==> src/rtl/fifo_queue_reader_if.sv <==
`default_nettype none
// ============================================================================
// Module      : fifo_queue_reader_if
// Description : Memory read port plus downstream element stream of the queue reader.
// Revision    : 1.0 - initial release
// ============================================================================
interface fifo_queue_reader_if #(
    parameter int ADDR_W = 64,
    parameter int DATA_W = 64
);
    logic              rd_req_valid;
    logic              rd_req_ready;
    logic [ADDR_W-1:0] rd_req_addr;
    logic              rd_resp_valid;
    logic [DATA_W-1:0] rd_resp_data;
    logic              out_valid;
    logic              out_ready;
    logic [DATA_W-1:0] out_data;

    // master = the reader engine, slave = memory + downstream consumer
    modport master (
        output rd_req_valid, rd_req_addr,
        input  rd_req_ready,
        input  rd_resp_valid, rd_resp_data,
        output out_valid, out_data,
        input  out_ready
    );

    modport slave (
        input  rd_req_valid, rd_req_addr,
        output rd_req_ready,
        output rd_resp_valid, rd_resp_data,
        input  out_valid, out_data,
        output out_ready
    );
endinterface
`default_nettype wire

==> src/rtl/fifo_queue_reader.sv <==
`default_nettype none
// ============================================================================
// Module      : fifo_queue_reader
// Description : Consumer engine for a memory-resident circular FIFO: issues
//               reads up to the producer tail and streams elements in order.
// Revision    : 1.0 - initial release
// ============================================================================
module fifo_queue_reader #(
    parameter int ADDR_W = 64,
    parameter int DATA_W = 64,
    parameter int PTR_W  = 16,
    parameter int DEPTH  = 4
) (
    input  wire logic              clk,
    input  wire logic              rst,
    input  wire logic              cfg_enable,
    input  wire logic              cfg_clear,
    input  wire logic [ADDR_W-1:0] cfg_base_addr,
    input  wire logic [PTR_W-1:0]  cfg_len,
    input  wire logic [PTR_W-1:0]  tail_ptr_i,
    output logic      [PTR_W-1:0]  head_ptr_o,
    output logic                   busy_o,
    output logic                   err_o,
    fifo_queue_reader_if.master    bus
);

    localparam int c_cw = $clog2(DEPTH + 1);
    localparam int c_iw = (DEPTH > 1) ? $clog2(DEPTH) : 1;
    localparam logic [c_cw-1:0]   c_depth    = c_cw'(DEPTH);
    localparam logic [c_iw-1:0]   c_idx_last = c_iw'(DEPTH - 1);
    localparam logic [ADDR_W-1:0] c_stride   = ADDR_W'(DATA_W / 8);

    typedef enum logic [1:0] {
        S_IDLE  = 2'd0,
        S_RUN   = 2'd1,
        S_DRAIN = 2'd2
    } state_t;

    state_t            r_state;
    state_t            w_state_nxt;
    logic [PTR_W-1:0]  r_rd_ptr;
    logic [PTR_W-1:0]  r_head_ptr;
    logic [c_cw-1:0]   r_credits;
    logic [c_cw-1:0]   r_outstanding;
    logic [c_cw-1:0]   r_count;
    logic [c_iw-1:0]   r_wr_idx;
    logic [c_iw-1:0]   r_rd_idx;
    logic              r_req_hold;
    logic              r_err;
    logic [DATA_W-1:0] r_buf [DEPTH];

    logic             w_issue;
    logic             w_req_valid;
    logic             w_req_hs;
    logic             w_resp_ok;
    logic             w_pop;
    logic             w_clear;
    logic [PTR_W-1:0] w_len_last;

    assign w_len_last  = cfg_len - PTR_W'(1);
    assign w_issue     = (r_state == S_RUN) && (r_rd_ptr != tail_ptr_i) && (r_credits < c_depth);
    // A request once raised stays up until accepted, whatever the state does
    assign w_req_valid = w_issue || r_req_hold;
    assign w_req_hs    = w_req_valid && bus.rd_req_ready;
    assign w_resp_ok   = bus.rd_resp_valid && (r_outstanding != '0);
    assign w_pop       = (r_count != '0) && bus.out_ready;
    assign w_clear     = cfg_clear && (r_state == S_IDLE);

    assign bus.rd_req_valid = w_req_valid;
    assign bus.rd_req_addr  = cfg_base_addr + ADDR_W'(r_rd_ptr) * c_stride;
    assign bus.out_valid    = (r_count != '0);
    assign bus.out_data     = r_buf[r_rd_idx];
    assign head_ptr_o       = r_head_ptr;
    assign busy_o           = (r_state != S_IDLE);
    assign err_o            = r_err;

    always_comb begin
        w_state_nxt = r_state;
        case (r_state)
            S_IDLE:  if (cfg_enable) w_state_nxt = S_RUN;
            S_RUN:   if (!cfg_enable) w_state_nxt = S_DRAIN;
            S_DRAIN: if ((r_outstanding == '0) && !w_req_valid) w_state_nxt = S_IDLE;
            default: w_state_nxt = S_IDLE;
        endcase
    end

    always_ff @(posedge clk) begin
        if (rst) begin
            r_state       <= S_IDLE;
            r_rd_ptr      <= '0;
            r_head_ptr    <= '0;
            r_credits     <= '0;
            r_outstanding <= '0;
            r_count       <= '0;
            r_wr_idx      <= '0;
            r_rd_idx      <= '0;
            r_req_hold    <= 1'b0;
            r_err         <= 1'b0;
        end else begin
            r_state    <= w_state_nxt;
            r_req_hold <= w_req_valid && !bus.rd_req_ready;
            if (bus.rd_resp_valid && (r_outstanding == '0)) r_err <= 1'b1;
            r_outstanding <= r_outstanding + c_cw'(w_req_hs) - c_cw'(w_resp_ok);
            if (w_clear) begin
                r_rd_ptr   <= '0;
                r_head_ptr <= '0;
                r_credits  <= '0;
                r_count    <= '0;
                r_wr_idx   <= '0;
                r_rd_idx   <= '0;
            end else begin
                if (w_req_hs)
                    r_rd_ptr <= (r_rd_ptr == w_len_last) ? '0 : r_rd_ptr + PTR_W'(1);
                if (w_pop) begin
                    r_head_ptr <= (r_head_ptr == w_len_last) ? '0 : r_head_ptr + PTR_W'(1);
                    r_rd_idx   <= (r_rd_idx == c_idx_last) ? '0 : r_rd_idx + c_iw'(1);
                end
                if (w_resp_ok)
                    r_wr_idx <= (r_wr_idx == c_idx_last) ? '0 : r_wr_idx + c_iw'(1);
                r_credits <= r_credits + c_cw'(w_req_hs) - c_cw'(w_pop);
                r_count   <= r_count + c_cw'(w_resp_ok) - c_cw'(w_pop);
            end
        end
    end

    // Storage needs no reset: r_count gates visibility of every entry
    always_ff @(posedge clk) begin
        if (w_resp_ok) r_buf[r_wr_idx] <= bus.rd_resp_data;
    end

endmodule
`default_nettype wire

==> src/flat_wrapper.sv <==
// flat-port wrapper written by rule: the top's interface ports become plain ports
module fifo_queue_reader_flat 
#(
    parameter int ADDR_W = 64,
    parameter int DATA_W = 64,
    parameter int PTR_W  = 16,
    parameter int DEPTH  = 4
)
  (clk, rst, cfg_enable, cfg_clear, cfg_base_addr, cfg_len, tail_ptr_i, head_ptr_o, busy_o, err_o, bus_rd_req_valid, bus_rd_req_addr, bus_rd_req_ready, bus_rd_resp_valid, bus_rd_resp_data, bus_out_valid, bus_out_data, bus_out_ready);
  fifo_queue_reader_if #(.ADDR_W(ADDR_W), .DATA_W(DATA_W)) bus_i ();
  input  wire logic clk;
  input  wire logic rst;
  input  wire logic cfg_enable;
  input  wire logic cfg_clear;
  input  wire logic [ADDR_W-1:0] cfg_base_addr;
  input  wire logic [PTR_W-1:0] cfg_len;
  input  wire logic [PTR_W-1:0] tail_ptr_i;
  output logic      [PTR_W-1:0] head_ptr_o;
  output logic busy_o;
  output logic err_o;
  output wire logic [$bits(bus_i.rd_req_valid)-1:0] bus_rd_req_valid;
  output wire logic [$bits(bus_i.rd_req_addr)-1:0] bus_rd_req_addr;
  input wire logic [$bits(bus_i.rd_req_ready)-1:0] bus_rd_req_ready;
  input wire logic [$bits(bus_i.rd_resp_valid)-1:0] bus_rd_resp_valid;
  input wire logic [$bits(bus_i.rd_resp_data)-1:0] bus_rd_resp_data;
  output wire logic [$bits(bus_i.out_valid)-1:0] bus_out_valid;
  output wire logic [$bits(bus_i.out_data)-1:0] bus_out_data;
  input wire logic [$bits(bus_i.out_ready)-1:0] bus_out_ready;
  assign bus_rd_req_valid = bus_i.rd_req_valid;
  assign bus_rd_req_addr = bus_i.rd_req_addr;
  assign bus_i.rd_req_ready = bus_rd_req_ready;
  assign bus_i.rd_resp_valid = bus_rd_resp_valid;
  assign bus_i.rd_resp_data = bus_rd_resp_data;
  assign bus_out_valid = bus_i.out_valid;
  assign bus_out_data = bus_i.out_data;
  assign bus_i.out_ready = bus_out_ready;
  fifo_queue_reader #(.ADDR_W(ADDR_W), .DATA_W(DATA_W), .PTR_W(PTR_W), .DEPTH(DEPTH)) u_core (.clk(clk), .rst(rst), .cfg_enable(cfg_enable), .cfg_clear(cfg_clear), .cfg_base_addr(cfg_base_addr), .cfg_len(cfg_len), .tail_ptr_i(tail_ptr_i), .head_ptr_o(head_ptr_o), .busy_o(busy_o), .err_o(err_o), .bus(bus_i));
endmodule
==> config.mk <==
export PLATFORM = sky130hd
export DESIGN_NAME = fifo_queue_reader_flat
export DESIGN_NICKNAME = d
export VERILOG_FILES = /design/src/rtl/fifo_queue_reader_if.sv /design/src/rtl/fifo_queue_reader.sv /design/src/flat_wrapper.sv
export SDC_FILE = /design/constraint.sdc
export NUM_CORES = 1
export LEC_CHECK = 0
export CORE_ASPECT_RATIO = 0.6
export CORE_MARGIN = 10
export CORE_UTILIZATION = 51
export DETAILED_ROUTE_END_ITERATION = 7
export DONT_BUFFER_PORTS = 1
export HOLD_SLACK_MARGIN = 0.15
export MAX_ROUTING_LAYER = met4
export PLACE_DENSITY = 0.71
export SYNTH_ARGS = -nofsm -noshare
export SYNTH_HDL_FRONTEND = slang
export SYNTH_SLANG_ARGS = --single-unit
==> constraint.sdc <==
create_clock -name clk -period 3.7 [get_ports clk]
set_clock_uncertainty 0.2 [all_clocks]
set_input_delay 0.74 -clock clk [delete_from_list [all_inputs] [get_ports clk]]
set_output_delay 0.74 -clock clk [all_outputs]
set_load 0.1 [all_outputs]
==> flow_summary.toml <==
[placed_design]
routabilityCongestion = 0.899
port_buffers = 0
place_area_um2 = 17900
dp_hpwl_mm = 30.1

[clocking]
clkLatencyLatePin_ns = 0.57
cts_sinks = 307
clockBufferDepth = 3
cts_max_level = 1
cts_buffers = 28
cts-root-buf = "clkbuf_16"
tritoncts = "done"
clk_pin_slew_worst_paths_ns = 0.07

[min_path]
hold_path_class = "flip-flop to flip-flop"
hold_depth = 2

[outcome]
violations = "setup timing"
status = "finished, violations left"

[timing]
rsz0062_at_grt = "true"
setup-violations-final = 51
finalCritPeriodShare_pct = 108
fmax_ghz = 0.250
hold_slack_ns = 0.283
worstMarginPinSlew_ns = 1.12
slew_viol_final = 0
setup_ws_ns = -0.297
fin_crit_ns = 4.00
relSlewSlack_pct = 25.4
final_hold_viol_count = 0

[grt]
grt_max_degree = 44
grt-ovfl-total = 0
grt_pass1_wl_mm = 62.7
grt_pass1_vias = 9704
grtUsageTotal_pct = 23.5
grt_antenna_before_repair = 2

[critical_path]
worstPathRequired_ns = 2.76
worstRegToRegCells = 9
worstPathMaxFanout = 6
arrival_ns = 3.06
end_kind = "primary output"
path_class = "flip-flop to primary output"
cp-start-kind = "flip-flop"

[synth]
yosys_most_used_dff = "edfxtp_1"
synthCells = 1001
synthesis.area_um2 = 14600
syn_nets = 1202
synth-seq-area-share_pct = 59.8
synth_enable_flop_cells = 256
ys_ff_latch = 307
syn_area_per_cell_um2 = 14.5
synth_cell_types = 80
yosysWarningCount = 0
synthArstFlopShare_pct = 0

[floorplanning]
io_pins = 315
start_util_pct = 52.2
rows = 47
die_w_um = 238
die_area_um2 = 35900
die_h_um = 151
core_um2 = 27900

[routing]
wire_per_inst_um = 26.4
postRouteAntennaNets = 0
viasPerCell = 6.02
drt-total-wl_mm = 42.7
drtIter0Drc = 806
vias = 9715
dr.pass1.iters = 5
drc = 0

[power_and_ir_drop]
power.leakage_nw = 7.15
powerDensity_nw_per_um2 = 561
irDropWorstVdd_uv = 367
power_mw = 11.4

[finish]
area_growth_pct = 39.3
layout_commonest_cell = "edfxtp_1"
nets = 1423
final_area_um2 = 20300
final_layout_size_suffix_gt1_share_pct = 36.7
final_cell_mix = "edfxtp_1 (256), buf_4 (94), dlygate4sd3_1 (68)"

[job]
drv_cap = 0
metrics by stage:
step / setup TNS [ns] / util (%) / setup slack, ns / std cells
floorplan: -2.78 / - / -0.332 / 1001
global placement: -3.62 / 64.2 / -0.218 / 1475
detailed placement: -5.14 / 64.2 / -0.246 / 1475
CTS: -10.59 / 71.4 / -0.275 / 1602
global route: -13.74 / 72.8 / -0.378 / 1613
finish: -9.25 / 72.8 / -0.297 / 1614
metal layers:
layer  share of wire, %  track usage (%)  up-vias
met5                  0                -        -
li1                   -                -     4330
met1                 42             31.1     4945
met3                9.1             7.78       52
met2                 47             35.9      388
met4                1.3             3.29        0
sequential cells by signal (all words and copies together) (netlist names), 2 cells and up, named ones only:
register              cells
u_core.r_buf            256
u_core.head_ptr_o        16
u_core.r_rd_ptr          16
u_core.r_count            3
u_core.r_credits          3
u_core.r_outstanding      3
u_core.r_rd_idx           2
u_core.r_state            2
u_core.r_wr_idx           2
area by class of cell:
| type | instances | area (um^2) |
|---|---|---|
| diodes | 3 | 7.51 |
| clock buffers | 33 | 739 |
| clock inverters | 19 | 269 |
| fillers | 1741 | 7590 |
| inverters | 26 | 97.6 |
| multi-input cells | 622 | 7200 |
| flip-flops and latches | 307 | 8740 |
| well taps | 367 | 459 |
| repair buffers | 237 | 2770 |
timing repair:
action | CTS | global route
pin swaps | 52 | 35
cloned | 2 | 2
setup endpoints to repair | 53 | 53
resized for setup | 55 | 54
hold buffers | 68 | 0
endpoints found under the hold margin | 263 | 0
buffers inserted | 6 | 8
worst max-delay path: stages, from the launching register on:
cell     delay [ns]
dfxtp_4        0.36
ha_4           0.23
and3_4         0.17
a22o_4         0.26
a211o_4        0.37
a21o_1         0.23
buf_6          0.14
and2_4         0.19
nand4_1        0.20
xnor2_4        0.15
buf_12         0.19
cell usage after synthesis (7+ instances only):
| cell type | n | share of area (%) |
|---|---|---|
| nand3_1 | 30 | 1.0 |
| inv_1 | 25 | 0.64 |
| nor4_2 | 7 | 0.60 |
| nor2b_1 | 9 | 0.39 |
| a21oi_1 | 20 | 0.69 |
| and4_1 | 7 | 0.42 |
| nor4_1 | 8 | 0.34 |
| dfxtp_1 | 51 | 7.0 |
| xnor2_1 | 84 | 5.1 |
| clkbuf_1 | 26 | 0.67 |
| a21o_1 | 11 | 0.57 |
| ha_1 | 30 | 2.6 |
| nor3_1 | 30 | 1.0 |
| a2111oi_0 | 9 | 0.54 |
| and2_1 | 11 | 0.47 |
| xor2_1 | 43 | 2.6 |
| mux4_2 | 64 | 9.9 |
| edfxtp_1 | 256 | 53 |
| nand4_1 | 33 | 1.4 |
| nand2_1 | 41 | 1.1 |
| nor2_1 | 49 | 1.3 |
| o21ai_0 | 19 | 0.65 |
| and3_1 | 31 | 1.3 |
final timing paths:
check / startpoint / endpoint / slack [ns]
min: u_core.r_rd_idx[1] / flip-flop / 0.28
min reg2reg: u_core.r_rd_idx[1] / flip-flop / 0.28
max reg2reg: u_core.r_rd_ptr[1] / u_core.r_rd_ptr[13] / 0.52
max: u_core.r_rd_ptr[4] / bus_rd_req_addr[36] / -0.30
report_power, final:
part           leakage (nW)  switching (mW)  total (mW)  internal (mW)
Sequential             2.74           0.174        4.25           4.08
Clock                 0.479            1.30        3.10           1.80
Combinational          3.93            3.13        4.02          0.887
logic make-up (layout without fill, tap and decap cells):
group,count (synthesis),in the layout,share of synthesized area (%)
flops,307,307,59.8
xor+xnor,129,129,7.97
mux,68,68,10.2
other cells,0,3,0
buf+inv,75,315,2.69
simple gates,288,288,11.5
compound gates,100,103,4.79
fa+ha+maj,34,34,3.13
(Power assumes the default switching activity.)
